## config.mk

```make
export PLATFORM = sky130hd
export DESIGN_NAME = mul_div_unit
export DESIGN_NICKNAME = d
export VERILOG_FILES = /design/src/rtl/mul_div_unit.sv
export SDC_FILE = /design/constraint.sdc
export NUM_CORES = 1
export LEC_CHECK = 0
export ABC_AREA = 1
export CAP_MARGIN = 20
export CORE_AREA = 2 2 154 156
export DETAILED_ROUTE_END_ITERATION = 6
export DIE_AREA = 0 0 156 158
export PLACE_DENSITY = 0.51
export SETUP_SLACK_MARGIN = 0.5
export SYNTH_ARGS = -nofsm -noshare
export SYNTH_HDL_FRONTEND = slang
export SYNTH_SLANG_ARGS = --single-unit
```

## constraint.sdc

```tcl
create_clock -name clk -period 2.44 [get_ports clk]
set_input_delay 0.244 -clock clk [delete_from_list [all_inputs] [get_ports clk]]
set_output_delay 0.244 -clock clk [all_outputs]
set_load 0.005 [all_outputs]
```

## src/rtl/mul_div_unit.sv

```systemverilog
// mul_div_unit -- iterative 16-bit multiply/divide unit feeding the register-file
// write ports. One operation is in flight at a time. Each operation takes 16
// iterations, one per cycle, and its result is presented for one DONE cycle.
//
// Build option: MD_SIGNED_EN. When defined, sgn selects two's-complement
// operation. When undefined, every operation is unsigned and no sign logic exists.
//
// Ports:
//   clk, rst          clock, asynchronous active-low reset
//   start, op, sgn    request (sampled in IDLE), 0=mul/1=div, signed select
//   op_a, op_b        multiplicand/dividend, multiplier/divisor
//   dest_rn           destination register for the main result
//   busy, done        busy in CALC/DONE, one-cycle completion pulse
//   wrn, wrd, wr      main result write port (product low / quotient)
//   r0d, wr0          R0 write port (product high / remainder)
//   exception         one-cycle pulse on divide by zero
//
// state | meaning
// ------+---------------------------------------------------------------
// IDLE  | waiting for start
// CALC  | one shift-add or restoring-divide step per cycle, cnt 0..15
// DONE  | results valid, write enables or exception pulsed for one cycle
module mul_div_unit #(
    parameter int REG_DATA_WIDTH = 16,
    parameter int REG_NUM_WIDTH  = 4
) (
    input  logic                      clk,
    input  logic                      rst,
    input  logic                      start,
    input  logic                      op,
    input  logic                      sgn,
    input  logic [REG_DATA_WIDTH-1:0] op_a,
    input  logic [REG_DATA_WIDTH-1:0] op_b,
    input  logic [REG_NUM_WIDTH-1:0]  dest_rn,
    output logic                      busy,
    output logic                      done,
    output logic [REG_NUM_WIDTH-1:0]  wrn,
    output logic [REG_DATA_WIDTH-1:0] wrd,
    output logic                      wr,
    output logic [REG_DATA_WIDTH-1:0] r0d,
    output logic                      wr0,
    output logic                      exception
);
    localparam int W = REG_DATA_WIDTH;

    typedef enum logic [1:0] {S_IDLE, S_CALC, S_DONE} state_t;

    state_t                   state, state_nxt;
    logic [3:0]               cnt;
    logic                     op_q;
    logic                     exc_q;
    logic [REG_NUM_WIDTH-1:0] dest_q;
    logic [W-1:0]             opnd_q;   // multiplicand or divisor magnitude
    logic [W-1:0]             hi_q;     // product high / partial remainder
    logic [W-1:0]             lo_q;     // multiplier/product low or dividend/quotient
    logic [W-1:0]             hi_nxt, lo_nxt;
    logic [W-1:0]             res_lo, res_hi;
    logic [W-1:0]             a_mag, b_mag;
    logic [W:0]               sum;
    logic [W:0]               rem_shift;
    logic                     borrow;
    logic                     div_zero;

    assign div_zero = op && (op_b == '0);

`ifdef MD_SIGNED_EN
    logic neg_res_q, neg_rem_q;

    assign a_mag = (sgn && op_a[W-1]) ? W'(-op_a) : op_a;
    assign b_mag = (sgn && op_b[W-1]) ? W'(-op_b) : op_b;

    always_comb begin
        res_lo = lo_nxt;
        res_hi = hi_nxt;
        if (!op_q) begin
            if (neg_res_q) {res_hi, res_lo} = 32'(-{hi_nxt, lo_nxt});
        end else begin
            if (neg_res_q) res_lo = W'(-lo_nxt);
            if (neg_rem_q) res_hi = W'(-hi_nxt);
        end
    end

    always_ff @(posedge clk or negedge rst) begin
        if (!rst) begin
            neg_res_q <= 1'b0;
            neg_rem_q <= 1'b0;
        end else if (state == S_IDLE && start) begin
            neg_res_q <= sgn && (op_a[W-1] ^ op_b[W-1]);
            // remainder follows the dividend; a multiply never looks at this
            neg_rem_q <= sgn && op_a[W-1];
        end
    end
`else
    logic unused_sgn;
    assign unused_sgn = sgn;
    assign a_mag  = op_a;
    assign b_mag  = op_b;
    assign res_lo = lo_nxt;
    assign res_hi = hi_nxt;
`endif

    // One iteration of the selected algorithm.
    always_comb begin
        sum       = '0;
        rem_shift = '0;
        borrow    = 1'b0;
        hi_nxt    = hi_q;
        lo_nxt    = lo_q;
        if (!op_q) begin
            sum    = lo_q[0] ? ({1'b0, hi_q} + {1'b0, opnd_q}) : {1'b0, hi_q};
            hi_nxt = sum[W:1];
            lo_nxt = {sum[0], lo_q[W-1:1]};
        end else begin
            rem_shift = {hi_q, lo_q[W-1]};
            borrow    = rem_shift < {1'b0, opnd_q};
            // on success the difference is below the divisor, so 16-bit
            // modular subtraction gives it exactly
            hi_nxt    = borrow ? rem_shift[W-1:0] : (rem_shift[W-1:0] - opnd_q);
            lo_nxt    = {lo_q[W-2:0], ~borrow};
        end
    end

    always_ff @(posedge clk or negedge rst) begin
        if (!rst) state <= S_IDLE;
        else      state <= state_nxt;
    end

    always_comb begin
        state_nxt = state;
        case (state)
            S_IDLE: if (start) state_nxt = div_zero ? S_DONE : S_CALC;
            S_CALC: if (cnt == 4'd15) state_nxt = S_DONE;
            S_DONE: state_nxt = S_IDLE;
            default: state_nxt = S_IDLE;
        endcase
    end

    always_comb begin
        busy      = (state != S_IDLE);
        done      = (state == S_DONE);
        wr        = done && !exc_q;
        wr0       = done && !exc_q;
        exception = done && exc_q;
    end

    always_ff @(posedge clk or negedge rst) begin
        if (!rst) begin
            cnt    <= '0;
            op_q   <= 1'b0;
            exc_q  <= 1'b0;
            dest_q <= '0;
            opnd_q <= '0;
            hi_q   <= '0;
            lo_q   <= '0;
            wrn    <= '0;
            wrd    <= '0;
            r0d    <= '0;
        end else begin
            case (state)
                S_IDLE: if (start) begin
                    op_q   <= op;
                    dest_q <= dest_rn;
                    cnt    <= '0;
                    exc_q  <= div_zero;
                    hi_q   <= '0;
                    opnd_q <= op ? b_mag : a_mag;
                    lo_q   <= op ? a_mag : b_mag;
                    if (div_zero) begin
                        wrn <= dest_rn;
                        wrd <= '0;
                        r0d <= '0;
                    end
                end
                S_CALC: begin
                    hi_q <= hi_nxt;
                    lo_q <= lo_nxt;
                    cnt  <= cnt + 4'd1;
                    if (cnt == 4'd15) begin
                        wrn <= dest_q;
                        wrd <= res_lo;
                        r0d <= res_hi;
                    end
                end
                default: ;
            endcase
        end
    end
endmodule

```

==> flow_metrics.tcl <==
set metrics [dict create \
    p_sw_w 0.00835 \
    power_leakage_nw 4.66 \
    firstDrtPassIters 5 \
    p_comb_share_pct 72.6 \
    drtIter0Drc 390 \
    fin_tns_setup_ns 0 \
    fin_util_pct 43.1 \
    syn-cell-area_um2 6840 \
    slowest_delay_ns 0.41 \
    cp-start-kind "register" \
    rsz0062_at_grt "yes" \
    sw_frac_of_total_pct 50.0 \
    initial_utilization_pct 29.7 \
    holdCritPathClass "in -> reg" \
    tightestPinTransition_ns 0.556 \
    via_per_inst 4.92 \
    intPower_w 0.00837 \
    drive_gt1_share_pct 27.3 \
    cts_tree "done" \
    hold_depth 3 \
    clk_pin_slew_ns 0.07 \
    path_depth 12 \
    avgSynthCellArea_um2 6.86 \
    grt-ovfl-total 0 \
    syn_nets 1073 \
    placed_area_um2 8020 \
    synth_cell_type_count 45 \
    dp_hpwl_um 16700 \
    cp.arrival_ns 2.31 \
    hold_violations 0 \
    post-route-period-util_pct 82.6 \
    grt_max_degree 97 \
    clockPowerShare_pct 9.8 \
    die_h_um 158 \
    endpoint_kind "register" \
    drv_cap 0 \
    antenna_found_initial 0 \
    synth_edf_count 0 \
    fin_area_um2 9930 \
    crit_required_ns 2.74 \
    grt_pass1_wl_um 36300 \
    setup_viol 0 \
    fin_skew_ns 0.0119 \
    area_delta_synth_final_pct 45.2 \
    cts_max_path_buffers 2 \
    power.density_nw_per_um2 1680 \
    drc 0 \
    max_slew_margin_pct 62.9 \
    synth_warnings 0 \
    coreArea_um2 23100 \
    yosysSeqAreaShare_pct 35.1 \
    ys.flop_type "dfrtp_1" \
    grt_pass1_vias 6780 \
    die_w_um 156 \
    slew_viol_final 0 \
    cts_buffers 9 \
    path_cells "inv_2 > ha_4 > nand2_4 > nor3_4 > and2_4 > nand2_8 > buf_12 > nand2_8 > nand3_4 > nand3_4 > nand3_2 > nand2_1" \
    io_buffer_count 80 \
    drt-total-wl_um 23500 \
    path_max_fanout 6 \
    cp_slowest_cell "dfrtp_1" \
    ys_ff_latch 96 \
    critPathKind "reg -> reg" \
    vdd_drop_max_mv 0.660 \
    reg2reg_depth 12 \
    n_antenna_cell 0 \
    fin_crit_ns 2.02 \
    dieArea_um2 24600 \
    async_flop_share_pct 100 \
    io_pins 82 \
    rows 56 \
    vias 7008 \
    place.gp.congestion 0.891 \
    grt_use_total_pct 19.1 \
    htree_levels 3 \
    post_drt_wl_per_cell_um 16.5 \
    ant_nets 0 \
    path_buf_inv 2 \
    critPathTopFamily "simple AND/OR/NAND/NOR gates" \
    pwr-share-seq_pct 17.6 \
    final_nets 1206 \
    clock_latency_ns 0.36 \
    clock.fmax_mhz 496 \
    cts_sinks 96 \
    synthCells 997 \
    cts_root_buf "clkbuf_16" \
    status "finished clean" \
]
cell families after synthesis:
kind of cell	count (synthesis)	share of synthesized area, %
AOI/OAI and AO/OA	200	16.9
DFF	96	35.1
adders and majority gates	35	6.62
buffers and inverters	180	10.5
xor gates and xnor gates	9	1.15
and+or+nand+nor	477	29.7
cell usage in the layout (no fill, tap or decap), types with 3 or more instances in the layout:
cell type and n:
nand4_1 9, nor2_1 43, a21oi_2 12, nand3_2 32, nor3_2 4, nand3_1 35
dfrtp_1 84, nand2_1 273, nand3b_1 3, buf_4 69, clkbuf_16 9, o211ai_1 15
ha_2 3, a31oi_1 5, nand2_4 11, inv_2 19, ha_1 3, clkdlybuf4s50_1 79
a21oi_4 10, a22oi_1 15, ha_4 27, xor2_1 5, o21ai_1 14, buf_6 7
buf_12 5, or2_2 3, dfrtp_2 12, nand3_4 8, nor2_2 6, o21ai_2 4
a21oi_1 60, inv_1 114, nor2_4 3, nand2_2 36, nand2_8 5, o21ai_0 54
power by group through the flow:
stage,clock network [W],logic [W],registers (W)
global route,0.00173,0.0133,0.00303
floorplan,0,0.00609,0.00270
CTS,0.00167,0.0105,0.00292
finish,0.00164,0.0121,0.00294
detailed placement,0,0.00850,0.00290
global placement,0,0.00845,0.00289
timing repair:
item,4_1_cts,5_1_grt
pin swaps,23,54
hold buffers,1,0
gates cloned,3,0
endpoints found under the setup margin,34,55
endpoints found under the hold margin,96,0
buffers inserted,36,18
resized for setup,124,114
sequential cells by signal (all words and copies together), names as in the netlist:
register,flops
hi_q,16
lo_q,16
opnd_q,16
r0d,16
wrd,16
cnt,4
dest_q,4
wrn,4
state,2
exc_q,1
op_q,1
stage by stage:
| stage | total power [W] | worst slack [ns] | hold WS [ns] | instances |
|---|---|---|---|---|
| after floorplan | 0.00879 | 0.526 | -0.0516 | 997 |
| after global placement | 0.0113 | 0.226 | 0.353 | 1351 |
| after global routing | 0.0181 | 0.334 | 0.474 | 1425 |
| final | 0.0167 | 0.424 | 0.459 | 1425 |
| after detailed placement | 0.0114 | 0.210 | 0.356 | 1351 |
| after CTS | 0.0151 | 0.408 | 0.460 | 1407 |
final cells by class:
class	count	area (um^2)
clock buffers	10	239
clock inverters	6	97.6
fillers	2303	13100
inverters	138	537
multi-input cells	724	4780
flip-flops and latches	96	2420
well taps	290	363
repair buffers	161	1500
cell usage after synthesis, types with 2 or more instances:
library cell  count  area [um^2]
nand3_2           7         70.1
a21oi_2           3         26.3
nor4_1            2         12.5
a21oi_1          78          390
xor2_1            7         61.3
nor2_1           50          188
fa_1              2         40.0
o21ai_1          15         75.1
nand4_1           9         56.3
buf_4             2         15.0
nand2_1         318         1190
nand3b_1          3         22.5
o211ai_2          3         37.5
dfrtp_1          96         2400
or2_2             5         31.3
nor2_2            2         12.5
nand2_2           2         12.5
o21bai_1          2         15.0
o21ai_0          57          285
inv_1           133          499
buf_2            11         55.1
clkbuf_1         26         97.6
nand3_1          68          340
ha_1             33          413
inv_2             4         15.0
nor3_1            6         30.0
o211ai_1         15          113
xnor2_1           2         17.5
a22oi_1          15          113
buf_8             2         30.0
a31oi_1           5         31.3
worst register-to-register path, stage by stage (launching register included):
cell,delay (ns)
dfrtp_1,0.41
inv_2,0.08
ha_4,0.30
nand2_4,0.06
nor3_4,0.22
and2_4,0.21
nand2_8,0.11
buf_12,0.16
nand2_8,0.11
nand3_4,0.09
nand3_4,0.09
nand3_2,0.07
nand2_1,0.07
path summary, 6_finish.rpt:
| path | start | endpoint | slack [ns] |
|---|---|---|---|
| max in group asynchronous | rst | hi_q[10] | 1.50 |
| setup / recovery | opnd_q[14] | r0d[11] | 0.42 |
| hold reg to reg | dest_q[0] | dest_q[0] | 0.48 |
| setup reg to reg | opnd_q[14] | r0d[11] | 0.42 |
| hold / removal | dest_rn[0] | dest_q[0] | 0.46 |
| min in group asynchronous | rst | wrd[12] | 0.47 |
layer usage:
| metal | global-route usage (%) | vias to the layer above | routed length (um) |
|---|---|---|---|
| met5 | 0 | - | 0 |
| met4 | 6.12 | 0 | 748 |
| met3 | 2.82 | 33 | 831 |
| met2 | 32.6 | 159 | 11300 |
| met1 | 24.8 | 3307 | 10600 |
| li1 | - | 3509 | - |
Note: power is estimated with default switching activity, not from simulation.
